## src/rtl/sha_computational_block.sv

```systemverilog
// Single-block SHA-256 engine: pads a message of up to 55 bytes into one 512-bit block and
// runs the 64 compression rounds one per clock, then presents the digest with a level flag.
module sha_computational_block (
   input  logic         clk,
   input  logic         n_rst,
   input  logic [439:0] inputMsg,
   input  logic         beginComputation,
   output logic         computationComplete,
   output logic [255:0] SHAoutput
);

   typedef enum logic [1:0] {IDLE, ROUND, FINAL, DONE} state_t;

   localparam logic [255:0] IV = {
      32'h6a09e667, 32'hbb67ae85, 32'h3c6ef372, 32'ha54ff53a,
      32'h510e527f, 32'h9b05688c, 32'h1f83d9ab, 32'h5be0cd19};

   localparam logic [31:0] K [0:63] = '{
      32'h428a2f98, 32'h71374491, 32'hb5c0fbcf, 32'he9b5dba5, 32'h3956c25b, 32'h59f111f1, 32'h923f82a4, 32'hab1c5ed5,
      32'hd807aa98, 32'h12835b01, 32'h243185be, 32'h550c7dc3, 32'h72be5d74, 32'h80deb1fe, 32'h9bdc06a7, 32'hc19bf174,
      32'he49b69c1, 32'hefbe4786, 32'h0fc19dc6, 32'h240ca1cc, 32'h2de92c6f, 32'h4a7484aa, 32'h5cb0a9dc, 32'h76f988da,
      32'h983e5152, 32'ha831c66d, 32'hb00327c8, 32'hbf597fc7, 32'hc6e00bf3, 32'hd5a79147, 32'h06ca6351, 32'h14292967,
      32'h27b70a85, 32'h2e1b2138, 32'h4d2c6dfc, 32'h53380d13, 32'h650a7354, 32'h766a0abb, 32'h81c2c92e, 32'h92722c85,
      32'ha2bfe8a1, 32'ha81a664b, 32'hc24b8b70, 32'hc76c51a3, 32'hd192e819, 32'hd6990624, 32'hf40e3585, 32'h106aa070,
      32'h19a4c116, 32'h1e376c08, 32'h2748774c, 32'h34b0bcb5, 32'h391c0cb3, 32'h4ed8aa4a, 32'h5b9cca4f, 32'h682e6ff3,
      32'h748f82ee, 32'h78a5636f, 32'h84c87814, 32'h8cc70208, 32'h90befffa, 32'ha4506ceb, 32'hbef9a3f7, 32'hc67178f2};

   function automatic logic [31:0] rotr(input logic [31:0] x, input int n);
      return (x >> n) | (x << (32 - n));
   endfunction

   function automatic logic [31:0] big_sig0(input logic [31:0] x);
      return rotr(x, 2) ^ rotr(x, 13) ^ rotr(x, 22);
   endfunction

   function automatic logic [31:0] big_sig1(input logic [31:0] x);
      return rotr(x, 6) ^ rotr(x, 11) ^ rotr(x, 25);
   endfunction

   function automatic logic [31:0] small_sig0(input logic [31:0] x);
      return rotr(x, 7) ^ rotr(x, 18) ^ (x >> 3);
   endfunction

   function automatic logic [31:0] small_sig1(input logic [31:0] x);
      return rotr(x, 17) ^ rotr(x, 19) ^ (x >> 10);
   endfunction

   state_t      state;
   logic [5:0]  t;
   logic [31:0] a, b, c, d, e, f, g, h;
   logic [31:0] w [0:15];

   logic [5:0]   msg_len;
   logic [511:0] padded;
   logic [31:0]  t1, t2, w_next;

   // Length is set by the last non-zero byte, so trailing zero bytes fall outside the message.
   always_comb begin
      msg_len = '0;
      for (int i = 0; i < 55; i++) begin
         if (inputMsg[439-8*i -: 8] != 8'h00) msg_len = 6'(i + 1);
      end
      padded = {inputMsg, 72'd0};
      for (int i = 0; i < 56; i++) begin
         if (msg_len == 6'(i)) padded[511-8*i -: 8] = 8'h80;
      end
      padded[63:0] = {55'd0, msg_len, 3'b000};
   end

   // w[0] always holds W[t]; w_next is W[t+16], shifted in as the window advances.
   always_comb begin
      t1     = h + big_sig1(e) + ((e & f) ^ (~e & g)) + K[t] + w[0];
      t2     = big_sig0(a) + ((a & b) ^ (a & c) ^ (b & c));
      w_next = small_sig1(w[14]) + w[9] + small_sig0(w[1]) + w[0];
   end

   always_ff @(posedge clk or posedge n_rst) begin
      if (n_rst) begin
         state               <= IDLE;
         computationComplete <= 1'b0;
         SHAoutput           <= '0;
         t                   <= '0;
         {a, b, c, d, e, f, g, h} <= '0;
         for (int i = 0; i < 16; i++) w[i] <= '0;
      end else begin
         case (state)
            IDLE, DONE: begin
               if (beginComputation) begin
                  for (int i = 0; i < 16; i++) w[i] <= padded[511-32*i -: 32];
                  {a, b, c, d, e, f, g, h} <= IV;
                  t                   <= '0;
                  computationComplete <= 1'b0;
                  state               <= ROUND;
               end
            end
            ROUND: begin
               h <= g;
               g <= f;
               f <= e;
               e <= d + t1;
               d <= c;
               c <= b;
               b <= a;
               a <= t1 + t2;
               for (int i = 0; i < 15; i++) w[i] <= w[i+1];
               w[15] <= w_next;
               t     <= t + 6'd1;
               if (t == 6'd63) state <= FINAL;
            end
            FINAL: begin
               SHAoutput <= {IV[255:224] + a, IV[223:192] + b, IV[191:160] + c, IV[159:128] + d,
                             IV[127:96]  + e, IV[95:64]   + f, IV[63:32]   + g, IV[31:0]    + h};
               computationComplete <= 1'b1;
               state               <= DONE;
            end
            default: state <= IDLE;
         endcase
      end
   end

endmodule

```

## config.mk

```make
export PLATFORM = sky130hd
export DESIGN_NAME = sha_computational_block
export DESIGN_NICKNAME = d
export VERILOG_FILES = /design/src/rtl/sha_computational_block.sv
export SDC_FILE = /design/constraint.sdc
export NUM_CORES = 2
export LEC_CHECK = 0
export BUFFER_PORTS_ARGS = -buffer_cell sky130_fd_sc_hd__buf_2
export CORE_ASPECT_RATIO = 1.5
export CORE_MARGIN = 4
export CORE_UTILIZATION = 50
export CTS_CLUSTER_DIAMETER = 200
export CTS_CLUSTER_SIZE = 16
export DETAILED_ROUTE_END_ITERATION = 12
export PLACE_DENSITY = 0.79
export SKIP_CTS_REPAIR_TIMING = 1
export SLEW_MARGIN = 10
export SYNTH_ARGS = -nofsm -noshare
export SYNTH_HDL_FRONTEND = slang
export SYNTH_SLANG_ARGS = --single-unit
```

## constraint.sdc

```tcl
create_clock -name clk -period 41 [get_ports clk]
set_clock_uncertainty 0.1 [all_clocks]
set_input_delay 4.1 -clock clk [delete_from_list [all_inputs] [get_ports clk]]
set_output_delay 4.1 -clock clk [all_outputs]
set_load 0.005 [all_outputs]
```

[Yosys cells after proc, flatten, opt, wreduce, memory -nomap -nowiden]
Memories as Yosys holds them, arrays and structs flattened.
Cells that the tools add are included.
Storage, ports and cells
  register bits after elaboration: 1033
  bits in latches: 0
  RAM bits: 0
  memory bits (read-only): 2048
  input bits: 443
  output and inout port bits: 257
  logic and storage cells: 339
  memories: 1
Memories
  (name not given): words 64, bits a word 32, rd ports 1, clocked after memory_dff 0, write ports 0, line 72  | t1 = h + big_sig1(e) + ((e & f) ^ (~e & g)) + K[t] + w[0];
Cells by class
  add/subtract/negate cells: 19
  multipliers: 0
  div/mod/pow operators: 0
  order comparisons: 1
  equal/unequal tests: 61
  shifts and indexed selects: 0
  mux-type cells: 138
  bitwise operators: 28
  reductions and logical operators: 63
Operators by type and width (number)
  $pmux W512 S2: 1
  $mux W512: 1
  $pmux W32 S2: 8
  $mux W8: 56
  $reduce_bool A8 Y1: 55
  $add A32 B32 Y32: 10
  $mux W32: 10
  $xor A32 B32 Y32: 9
  $mux W6: 33
  $and A32 B32 Y32: 5
  $eq A6 B6 Y1 const B: 25
  $add A31 B32 Y32 const A: 3
  $add A32 B32 Y32 const A: 3
  $eq A6 B5 Y1 const B: 16
  $eq A6 B4 Y1 const B: 8
  $mux W5: 8
  $add A29 B32 Y32 const A: 1
  $add A30 B32 Y32 const A: 1
  $mux W4: 8
  $not A32 Y32: 1
  $or A10 B32 Y32: 1
  $or A13 B32 Y32: 1
  $or A14 B32 Y32: 1
  $or A15 B32 Y32: 1
  other kinds (28): 44

[Longest topological paths before layout]
  word-level depth: 60
  depth in mapped cells: 38
  depth with buffers taken out: 35

[Least setup slack after synthesis]
OpenSTA, ideal clock, no wires.
  path kind: register to register
  start: register t[1]
  end: register a[31]
  setup time: 0.141 ns
  arrival time: 7.415 ns
  path slack: 33.344 ns
  cell stages (with the launch flop): 36
  buffers on the path: 3
  clock period less this slack: 7.656 ns
  cells stage by stage: dfrtp_1 -> clkbuf_1 -> clkbuf_1 -> inv_1 -> ha_1 -> clkbuf_1 -> nand2_1 -> a21oi_1 -> nor2_1 -> o211ai_1 -> o21ai_0 -> fa_1 -> inv_1 -> ha_1 -> fa_1 -> a211oi_1 -> o21a_1 -> o211ai_1 -> and2_1 -> a21oi_1 -> xnor2_1 -> inv_1 -> fa_1 -> inv_1 -> ha_1 -> a21o_1 -> a21oi_1 -> and3_1 -> a21oi_1 -> o31ai_1 -> a31oi_1 -> a21o_1 -> and4_1 -> nor3_1 -> xnor2_1 -> o22ai_1
Between the ends
  cells in the longest elaborated chain, start to end: 8
Ends and longest elaborated chain
  start, declared: line 49  | logic [5:0] t;
  start signal, assigned: line 107  | t <= t + 6'd1;
  $not A6 Y7 (implied by the code): line 72
  $mem_v2 Z64 W32
  $mux W32 (implied by the code) (2 in series): line 72
  $add A32 B32 Y32 (2 in series): line 72
  $add A32 B32 Y32: line 104  | a <= t1 + t2;
  $pmux W32 S2: line 86  | case (state)
  end signal, assigned: line 104
  end, declared: line 50  | logic [31:0] a, b, c, d, e, f, g, h;
Every way passes these cells. The select of a mux whose other input is x is not followed.
A chain may end at the register's enable or synchronous reset.

==> reports/results.txt <==
Nets = 7992
Share of cells above drive strength 1 = 14.6%
Sequential area share after synthesis = 41.6%
Post-synth cell types = 99
Crit Reg-Reg Startpoint = t[0]
Hold path depth = 1
DRC errors left = 0
Adder-cell area share of the yosys netlist = 9.48%
Worst-skew pair later-pin latency = 0.71 ns
Chip height = 440 um
Die W = 296 um
CTS Buf Count = 74
Max Cap Viol = 0
Worst-path fanout max = 160
# rows = 158
Starting Density = 50.3%
Average vias per placed instance = 6.37
Initial antenna violation count = 23
Remaining antenna violation count = 0
Post-DR wirelength/cell = 27.8 um
GP Congestion = 1.04
Clock sinks = 1033
Mapped Area = 62200 um2
Die area = 130000 um2
Most common cell after layout, fill and taps aside = nor2_1
Synth Warn # = 0
Pre-Repair DR Iteration Count = 6
DP HPWL = 187000 um
Most frequent cells in the layout = nor2_1, dfrtp_1, buf_2, inv_1, nand2_1
Worst-path clk slew = 0.09 ns
Compound-Gate Fraction of Synth Area = 18.0%
Max-slew headroom = 6.24%
Crit path DAT = 10.06 ns
Period utilization = 23.2%
Overall Global Routing Usage = 36.6%
Critical Path RT = 41.55 ns
CP Launch Type = input port
R2r setup slk = 31.84 ns
CP Class = input port to async pin
Hold_sp = w[28]
Pins Over Slew Limit = 0
Max Clk Rate = 105 MHz
Core area = 124000 um2
Number of H-tree levels = 3
Hold Fails Final Rpt = 0
CTS tree = yes
Final WL = 245000 um
Worst slew pin tran = 1.41 ns
FF+latch count, synth = 1033
Reg2reg end = a[31]
Syn nets = 7624
CTS root buffer = clkbuf_16
I/O Pins = 700
Starting DRT DRC Count = 6043
Synth Area in Simple Gates = 14.3%
Largest family of logic cells by synthesized area = compound AO/OA/AOI/OAI gates
Final critical-path required period = 9.51 ns
CP Capture Type = async pin
Synth Flop Type = dfrtp_1
Via count = 56200
Hold/Removal Path Class = flop to flop
Post-synth EDFFs = 0
Unrepaired setup endpoints after global routing = no
Grt ovf = 0
Area Growth Syn to Fin = 10.1%
Vias in the first global route = 55300
Total negative slack = 0 ns
Worst Hold End = w[60]
Reg2reg path depth = 33
XOR/XNOR Fraction of Synth Area = 7.96%
Multiplexer area fraction after synthesis = 3.13%
Largest net degree at the start of global routing = 271
Synth async-reset ratio = 100%
Port Buf Inserts = 699
Worst-case clock buffer depth = 3
Syn_area_per_cell = 9.10 um2
Outcome = finished, final reports clean
First-pass GRT wire length = 353000 um
Endpoints failing setup = 0
Syn Inst Count = 6831
==> worst max-delay path: stages <==
cell,delay [ns]
buf_2,0.13
inv_8,0.52
buf_4,0.78
buf_4,0.76
buf_4,0.87
buf_4,0.78
buf_12,0.57
buf_4,0.92
==> flip-flops by register name, summed over array words and instances, names as in the netlist <==
register / count
w: 512
computationComplete: 1
a: 32
b: 32
SHAoutput: 256
g: 32
e: 32
t: 6
state: 2
d: 32
c: 32
f: 32
h: 32
==> through the flow <==
stage	cell area, um2	std cells	utilization, %	hold slack [ns]	setup WS, ns
after floorplan	62200	6831	-	0.341	7.73
after global routing	68400	8820	55.4	0.398	30.65
final	68500	8828	55.4	0.379	31.49
after CTS	68400	8807	55.4	0.384	31.42
after detailed placement	66400	8723	53.8	0.368	30.71
after global placement	66400	8723	53.8	0.357	30.78
==> per-layer routing <==
layer	track usage [%]	part of all wire [%]	up-vias
met4	35.5	12	8
met5	0	0.018	-
met3	6.19	7.9	1125
li1	-	-	24400
met2	60.3	47	3549
met1	39.4	33	27200
==> cells in the mapped netlist, types with 39 or more instances <==
master | instances | share of area (%)
nor2_1 | 1139 | 6.9
xnor2_1 | 380 | 5.4
nor3_1 | 63 | 0.51
inv_1 | 431 | 2.6
a22o_1 | 95 | 1.3
o22ai_1 | 402 | 4.0
nand2_1 | 405 | 2.4
a21o_1 | 73 | 0.88
clkbuf_1 | 399 | 2.4
a21oi_1 | 397 | 3.2
mux2_2 | 132 | 2.4
o21ai_0 | 324 | 2.6
buf_1 | 43 | 0.26
or4_1 | 39 | 0.47
ha_1 | 162 | 3.3
a31oi_1 | 106 | 1.1
nor4_1 | 92 | 0.93
xor2_1 | 185 | 2.6
fa_1 | 188 | 6.1
nand3_1 | 65 | 0.52
a311oi_1 | 42 | 0.59
dfrtp_1 | 1033 | 42
==> worst max-delay path by stage <==
stage               startpoint           end  slack (ns)
finish                   n_rst        w[161]       31.49
global route             n_rst        w[161]       30.65
CTS                      n_rst        w[106]       31.42
detailed placement       n_rst        w[141]       30.71
global placement         n_rst        w[172]       30.78
floorplan                n_rst  SHAoutput[0]        7.73
==> cell type report <==
type | instances | area, um2
timing repair buffer | 759 | 4010
tap | 1600 | 2000
inverter | 438 | 1650
clock buffer | 77 | 1880
antenna | 21 | 52.6
clock inverter | 7 | 76.3
sequential | 1033 | 25900
fill | 11100 | 55100
multi-input combinational | 4893 | 32900
==> cells by family (layout without fill, tap and decap cells) <==
group / count (synthesis) / after routing
and+or+nand+nor: 2029 / 2029
muxes: 169 / 169
buffers and inverters: 905 / 1281
xor gates and xnor gates: 565 / 565
other: 0 / 21
AOI/OAI and AO/OA: 1770 / 1770
DFF: 1033 / 1033
adders and majority gates: 360 / 360
Power is not shown: default switching activity piles up to over one toggle a cycle in this logic, so the estimate is an artifact.
